==> src/rtl/ras_ckpt_if.sv <==
// Frontend-to-RAS bus: fetch stage (master) drives call/return requests, the stack (slave) reports its top.
interface ras_ckpt_if #(
  parameter int XLEN  = 32,
  parameter int DEPTH = 4
);
  // A 0-entry stack still needs a 1-bit count port
  localparam int CW = (DEPTH > 0) ? $clog2(DEPTH + 1) : 1;

  logic            flush_i;
  logic            push_i;
  logic            pop_i;
  logic [XLEN-1:0] data_i;
  logic            ckpt_i;
  logic            restore_i;
  logic [XLEN-1:0] data_o;
  logic            valid_o;
  logic [CW-1:0]   count_o;

  modport master (
    output flush_i, push_i, pop_i, data_i, ckpt_i, restore_i,
    input  data_o, valid_o, count_o
  );

  modport slave (
    input  flush_i, push_i, pop_i, data_i, ckpt_i, restore_i,
    output data_o, valid_o, count_o
  );
endinterface

==> src/rtl/ras_ckpt.sv <==
// Circular return-address stack with wrap-on-overflow, flush and same-cycle push+pop.
// Optional mispredict checkpoint/restore is enabled by defining RAS_CKPT_EN.
module ras_ckpt #(
  parameter int XLEN  = 32,
  parameter int DEPTH = 4
) (
  input  logic       clk_i,
  input  logic       rst_ni,
  ras_ckpt_if.slave  bus
);
  localparam int CW = (DEPTH > 0) ? $clog2(DEPTH + 1) : 1;
  localparam int PW = (DEPTH > 1) ? $clog2(DEPTH) : 1;

  if (DEPTH == 0) begin : g_bypass
    logic unused_s;
    assign unused_s    = ^{clk_i, rst_ni, bus.flush_i, bus.push_i, bus.pop_i,
                           bus.data_i, bus.ckpt_i, bus.restore_i};
    assign bus.data_o  = '0;
    assign bus.valid_o = 1'b0;
    assign bus.count_o = '0;
  end else begin : g_stack
    localparam logic [CW-1:0] FULL_CNT = CW'(DEPTH);
    localparam logic [PW-1:0] LAST_IDX = PW'(DEPTH - 1);

    logic [XLEN-1:0] mem_q [DEPTH];
    logic [XLEN-1:0] mem_d [DEPTH];
    logic [PW-1:0]   tos_q, tos_d, tos_inc_s, tos_dec_s;
    logic [CW-1:0]   cnt_q, cnt_d;

    // Explicit wrap so non-power-of-two depths stay in range
    assign tos_inc_s = (tos_q == LAST_IDX) ? PW'(0) : tos_q + PW'(1);
    assign tos_dec_s = (tos_q == PW'(0))   ? LAST_IDX : tos_q - PW'(1);

`ifdef RAS_CKPT_EN
    logic [PW-1:0]   ck_tos_q, ck_tos_d;
    logic [CW-1:0]   ck_cnt_q, ck_cnt_d;
    logic [XLEN-1:0] ck_top_q, ck_top_d;

    // Snapshot only when neither flush nor restore claims the cycle
    always_comb begin
      ck_tos_d = ck_tos_q;
      ck_cnt_d = ck_cnt_q;
      ck_top_d = ck_top_q;
      if (bus.ckpt_i && !bus.flush_i && !bus.restore_i) begin
        ck_tos_d = tos_q;
        ck_cnt_d = cnt_q;
        ck_top_d = mem_q[tos_q];
      end else begin
        ck_tos_d = ck_tos_q;
      end
    end

    always_ff @(posedge clk_i) begin
      if (!rst_ni) begin
        ck_tos_q <= '0;
        ck_cnt_q <= '0;
        ck_top_q <= '0;
      end else begin
        ck_tos_q <= ck_tos_d;
        ck_cnt_q <= ck_cnt_d;
        ck_top_q <= ck_top_d;
      end
    end
`else
    logic unused_s;
    assign unused_s = ^{bus.ckpt_i, bus.restore_i};
`endif

    // Next-state: flush > restore > push/pop
    always_comb begin
      tos_d = tos_q;
      cnt_d = cnt_q;
      mem_d = mem_q;
      if (bus.flush_i) begin
        cnt_d = '0;
`ifdef RAS_CKPT_EN
      end else if (bus.restore_i) begin
        tos_d           = ck_tos_q;
        cnt_d           = ck_cnt_q;
        mem_d[ck_tos_q] = ck_top_q;
`endif
      end else if (bus.push_i && bus.pop_i) begin
        mem_d[tos_q] = bus.data_i;
      end else if (bus.push_i) begin
        tos_d            = tos_inc_s;
        mem_d[tos_inc_s] = bus.data_i;
        cnt_d            = (cnt_q == FULL_CNT) ? cnt_q : cnt_q + CW'(1);
      end else if (bus.pop_i && (cnt_q != '0)) begin
        tos_d = tos_dec_s;
        cnt_d = cnt_q - CW'(1);
      end else begin
        tos_d = tos_q;
      end
    end

    always_ff @(posedge clk_i) begin
      if (!rst_ni) begin
        tos_q <= '0;
        cnt_q <= '0;
        for (int i = 0; i < DEPTH; i++) begin
          mem_q[i] <= '0;
        end
      end else begin
        tos_q <= tos_d;
        cnt_q <= cnt_d;
        mem_q <= mem_d;
      end
    end

    assign bus.data_o  = mem_q[tos_q];
    assign bus.valid_o = (cnt_q != '0);
    assign bus.count_o = cnt_q;
  end
endmodule
==> src/flat_wrapper.sv <==
// flat-port wrapper written by rule: the top's interface ports become plain ports
module ras_ckpt_flat 
#(
  parameter int XLEN  = 32,
  parameter int DEPTH = 4
)
  (clk_i, rst_ni, bus_flush_i, bus_push_i, bus_pop_i, bus_data_i, bus_ckpt_i, bus_restore_i, bus_data_o, bus_valid_o, bus_count_o);
  ras_ckpt_if #(.XLEN(XLEN), .DEPTH(DEPTH)) bus_i ();
  input  logic clk_i;
  input  logic rst_ni;
  input wire logic [$bits(bus_i.flush_i)-1:0] bus_flush_i;
  input wire logic [$bits(bus_i.push_i)-1:0] bus_push_i;
  input wire logic [$bits(bus_i.pop_i)-1:0] bus_pop_i;
  input wire logic [$bits(bus_i.data_i)-1:0] bus_data_i;
  input wire logic [$bits(bus_i.ckpt_i)-1:0] bus_ckpt_i;
  input wire logic [$bits(bus_i.restore_i)-1:0] bus_restore_i;
  output wire logic [$bits(bus_i.data_o)-1:0] bus_data_o;
  output wire logic [$bits(bus_i.valid_o)-1:0] bus_valid_o;
  output wire logic [$bits(bus_i.count_o)-1:0] bus_count_o;
  assign bus_i.flush_i = bus_flush_i;
  assign bus_i.push_i = bus_push_i;
  assign bus_i.pop_i = bus_pop_i;
  assign bus_i.data_i = bus_data_i;
  assign bus_i.ckpt_i = bus_ckpt_i;
  assign bus_i.restore_i = bus_restore_i;
  assign bus_data_o = bus_i.data_o;
  assign bus_valid_o = bus_i.valid_o;
  assign bus_count_o = bus_i.count_o;
  ras_ckpt #(.XLEN(XLEN), .DEPTH(DEPTH)) u_core (.clk_i(clk_i), .rst_ni(rst_ni), .bus(bus_i));
endmodule
==> config.mk <==
export PLATFORM = sky130hd
export DESIGN_NAME = ras_ckpt_flat
export DESIGN_NICKNAME = d
export VERILOG_FILES = /design/src/rtl/ras_ckpt_if.sv /design/src/rtl/ras_ckpt.sv /design/src/flat_wrapper.sv
export SDC_FILE = /design/constraint.sdc
export NUM_CORES = 1
export LEC_CHECK = 0
export ABC_AREA = 1
export CELL_PAD_IN_SITES_DETAIL_PLACEMENT = 1
export CELL_PAD_IN_SITES_GLOBAL_PLACEMENT = 1
export CORE_MARGIN = 4
export CORE_UTILIZATION = 30
export DETAILED_ROUTE_END_ITERATION = 7
export GPL_TIMING_DRIVEN = 1
export MAX_ROUTING_LAYER = met4
export PLACE_DENSITY_LB_ADDON = 0.05
export SLEW_MARGIN = 10
export SYNTH_ARGS = -nofsm -noshare
export SYNTH_HDL_FRONTEND = slang
export SYNTH_SLANG_ARGS = --single-unit
==> constraint.sdc <==
create_clock -name clk_i -period 2.7 [get_ports clk_i]
set_input_delay 0.54 -clock clk_i [delete_from_list [all_inputs] [get_ports clk_i]]
set_output_delay 0.54 -clock clk_i [all_outputs]
set_load 0.1 [all_outputs]
==> After elaboration in Yosys (flattened, before gate mapping) <==
Cells that the tools add are included.
{ "word_totals": {"memories": 0, "input_bits": 39, "mem_bits_ro": 0, "elab_cells": 52, "latch_bits": 0, "ff_bits": 133, "mem_bits_rw": 0} }
{ "classes": {"shift": 0, "eq_ne": 3, "div": 0, "addsub": 4, "mux": 18, "bitwise_logic": 5, "reduce_logical": 12, "mul": 0, "order_cmp": 4} }
{ "op_table": {"columns": ["operator", "n"], "rows": [
  ["$bwmux W128", 2],
  ["$mux W128", 2],
  ["$demux W32 S2", 2],
  ["$mux W32", 4],
  ["$bmux W32 S2", 1],
  ["$mux W3", 3],
  ["$mux W2", 4],
  ["$ge A3 B3 Y1 const B", 2],
  ["$lt A3 B1 Y1 const B", 2],
  ["$not A2 Y3", 2],
  ["$reduce_and A3 Y1", 2],
  ["$logic_and A1 B1 Y1", 4],
  ["$reduce_bool A2 Y1", 2],
  ["$add A3 B1 Y3 const B", 1],
  ["$eq A3 B3 Y1 const B", 1],
  ["$not A1 Y1", 3],
  ["$reduce_bool A3 Y1", 1],
  ["$sub A3 B1 Y3 const B", 1],
  ["$add A2 B1 Y2 const B", 1],
  ["$eq A2 B2 Y1 const B", 1],
  ["$logic_not A2 Y1", 1],
  ["$ne A2 B2 Y1 const B", 1],
  ["$reduce_and A2 Y1", 1],
  ["$reduce_or A2 Y1", 1],
  ["$sub A2 B1 Y2 const B", 1]
]} }

==> Logic depth before layout (Yosys ltp) <==
{ "depth": {"ltp_word": 10, "mapped_depth": 10, "ltp_nobuf": 8} }

==> Least setup slack after synthesis <==
Ideal clock, no wire load.
{ "synth_timing": {"path_kind": "reg-to-output", "startpoint": "reg u_core.g_stack.tos_q[0]", "endpoint": "out bus_data_o[23]", "path_buffers": 2, "arrival_ns": 2.489, "path_stages_with_launch": 5, "path_slack_ns": -0.329, "cell_sequence": "dfxtp_1 clkbuf_1 clkbuf_1 nor2_1 o22ai_1"} }
{ "synth_between": {"elab_chain_cells": 4} }
{ "synth_rtl": {"columns": ["item", "line_no", "source"], "rows": [
  ["from (decl)", "ras_ckpt.sv:27", "logic [PW-1:0] tos_q, tos_d, tos_inc_s, tos_dec_s;"],
  ["from (signal assigned)", "ras_ckpt.sv:104", "tos_q <= tos_d;"],
  ["$not A2 Y3 (not written as such)", "ras_ckpt.sv:110", "assign bus.data_o = mem_q[tos_q];"],
  ["$bmux W32 S2", "ras_ckpt.sv:110", null],
  ["$mux W32 (not written as such) (2 in a row)", "ras_ckpt.sv:110", null],
  ["to (decl)", "flat_wrapper.sv:17", "output wire logic [$bits(bus_i.data_o)-1:0] bus_data_o;"]
]} }
Every way passes these cells. The select of a mux whose other input is x is not followed.

==> Worst setup path after layout <==
{ "layout_timing": {"startpoint": "reg u_core.g_stack.tos_q[0]", "endpoint": "out bus_data_o[13]"} }
Same word-level chain as after synthesis.

==> impl_metrics.ini <==
[sta]
setup_viol = 0
worst_pin_slew_ps = 590
finalCriticalPeriod_ps = 2500
maxSlewViolCount = 0
final-hold-violation-count = 0
finalCritPeriodShare = 0.927
max-slew-margin-rel = 0.607
finalSetupTns_ps = 0
max_freq_mhz = 399
grt_setup_unrepaired = no
finalClockSkew_ps = 13.4

[yosys]
synth.cell_area_sq_um = 5960
synthFlopType = dfxtp_1
yosysSeqAreaShare = 0.446
ys_types = 19
synth_warnings = 0
synth_fp_nets = 861
synth_edf_count = 0
synth_top_area_cell = dfxtp_1
synth.most_common_cell = nor2_1
synth_top_area_share = 0.446
ys_seq_elements = 133
syn-instance-count = 817
async_flop_share = 0
ys_top_cells_by_count = nor2_1 (200), a21oi_1 (134), dfxtp_1 (133)
syn_area_per_cell_sq_um = 7.30
synthTopCellsByArea = dfxtp_1 (45%), nor2_1 (13%), a21oi_1 (11%)

[clock_tree]
tritoncts = done
clock_path_buffers = 2
cts.sinks = 133
cts_setup_buffers = 0
cts.htree.levels = 4
worstSkewPairLatency_ps = 430
hold_buffers = 0
cts_buffers = 17
post_cts_resized = 0
ctsRootBufferMaster = clkbuf_16
clk_pin_slew_ps = 60

[grt]
antenna_found_initial = 0
grtUsageTotal = 0.216
grt_pass1_vias = 6636
grt_pass1_wl_mm = 36.5
grt-ovfl-total = 0
grt_max_degree = 61

[finish]
final_core_util = 0.414
multi_input_area_sq_um = 3080
fin_cells = 1146
fin_nets = 912
fillers = 2345
final_area_sq_um = 8090
antennaDiodeCount = 0
seqCellArea_sq_um = 2660
area_growth_pct = 35.6
drive_gt1_frac = 0.166

[run]
maxCapViolCount = 0

[hold_path]
hp-class = reg -> reg

[floorplanning]
dieArea_sq_um = 22200
start_util = 0.305
fp-row-count = 51
fp.dieH_um = 149
fp.dieW_um = 149
core_sq_um = 19500
ios = 75

[worst_setup_path]
cp.required_ps = 2160
worstSetupEndpointType = output port
critPathArrivalTime_ps = 1960
startpoint_type = register
crit_path_max_fanout = 50
path_class = reg -> out

[placed_design]
gp_congestion = 0.781
dp.cells = 1114
io_buffers = 72
dp_hpwl_mm = 13.7
dpl_cell_area_sq_um = 7430

[drt]
drt_iter0_drc = 254
ant_nets = 0
drtPass1Iterations = 5
routed_wl_mm = 22.5
wl_met1_mm = 10.0
dr.max_layer_used = met4
avgRoutedWirePerCell_um = 19.7
vias = 6139
wl_met3_um = 738
drc = 0
wl_met2_mm = 11.3
avgViaCountPerCell = 5.36

[pwr]
irDropWorstVdd_mv = 0.401
p_per_area_nw_per_um2 = 802
p_leak_uw = 0.00305

[status]
status = finished, final reports clean
## cells by family (layout without fill, tap and decap cells)
logic type / after synthesis / in the layout / share of synthesized area
buffers and inverters: 85 / 149 / 0.0713
AND/OR/NAND/NOR: 229 / 229 / 0.149
adder cells (fa/ha/maj): 5 / 5 / 0.0118
XOR/XNOR: 1 / 1 / 0.00147
flip-flops: 133 / 133 / 0.446
AO/OA/AOI/OAI: 364 / 364 / 0.320
## where the power goes
| part | switching (uW) | total, uW | internal, uW |
|---|---|---|---|
| Combinational | 1160 | 1740 | 580 |
| Clock | 904 | 2590 | 1690 |
| Sequential | 65.1 | 2150 | 2090 |
| Total | 2130 | 6490 | 4350 |
## placed cells by master, fill, tap and decap left out
| cell type | count |
|---|---|
| clkinvlp_4 | 4 |
| buf_12 | 36 |
| ha_1 | 4 |
| clkinv_2 | 2 |
| inv_1 | 13 |
| nand3_1 | 6 |
| o22ai_2 | 32 |
| clkbuf_16 | 17 |
| a21oi_4 | 4 |
| clkbuf_1 | 1 |
| o21ai_1 | 120 |
| inv_2 | 2 |
| nand2_2 | 9 |
| fa_1 | 1 |
| clkdlybuf4s50_1 | 35 |
| o21ai_0 | 74 |
| buf_4 | 31 |
| dfxtp_1 | 132 |
| nor2_1 | 200 |
| dfxtp_2 | 1 |
| clkbuf_8 | 2 |
| inv_6 | 1 |
| a21oi_1 | 134 |
| bufinv_16 | 5 |
| xor2_1 | 1 |
| nand2_1 | 14 |
## metal layers
| layer | vias to the layer above | GRT usage |
|---|---|---|
| li1 | 2901 | - |
| met4 | 0 | 0.0677 |
| met1 | 3076 | 0.256 |
| met5 | - | - |
| met2 | 128 | 0.375 |
| met3 | 34 | 0.0374 |
## state kept, by name, indices dropped and copies added, names as in the netlist
signal and cells:
u_core.bus.count_o 3, u_core.g_stack.tos_q 2, u_core.g_stack.mem_q 128
## stage by stage
step	setup slack [ps]	hold WS, ps	power (uW)
2_1_floorplan	185	446	3310
5_1_grt	79.8	502	6750
3_5_place_dp	277	467	3950
3_3_place_gp	296	455	3910
6_report	196	477	6490
4_1_cts	168	484	6560
## path summary, 6_finish.rpt
kind                             from                       end  slack [ps]  cells past startpoint
max           u_core.g_stack.tos_q[0]            bus_data_o[13]         200                      4
min          u_core.g_stack.mem_q[51]  u_core.g_stack.mem_q[51]         480                      2
max reg2reg   u_core.g_stack.tos_q[0]  u_core.g_stack.mem_q[96]         550                      8
min reg2reg  u_core.g_stack.mem_q[51]  u_core.g_stack.mem_q[51]         480                      2
## final cells by class
cell class	count	share of cell area
Multi-Input combinational cell	599	0.380
Sequential cell	133	0.329
Inverter	15	0.00696
Tap cell	265	0.0410
Timing Repair Buffer	102	0.161
Clock inverter	12	0.0246
Clock buffer	20	0.0565
## critical path, cell delays in order, from the launching register on
cell and delay (ps):
dfxtp_2 340, buf_4 500, o21ai_0 220, o22ai_2 260, buf_12 210
Note: power is estimated with default switching activity, not from simulation.
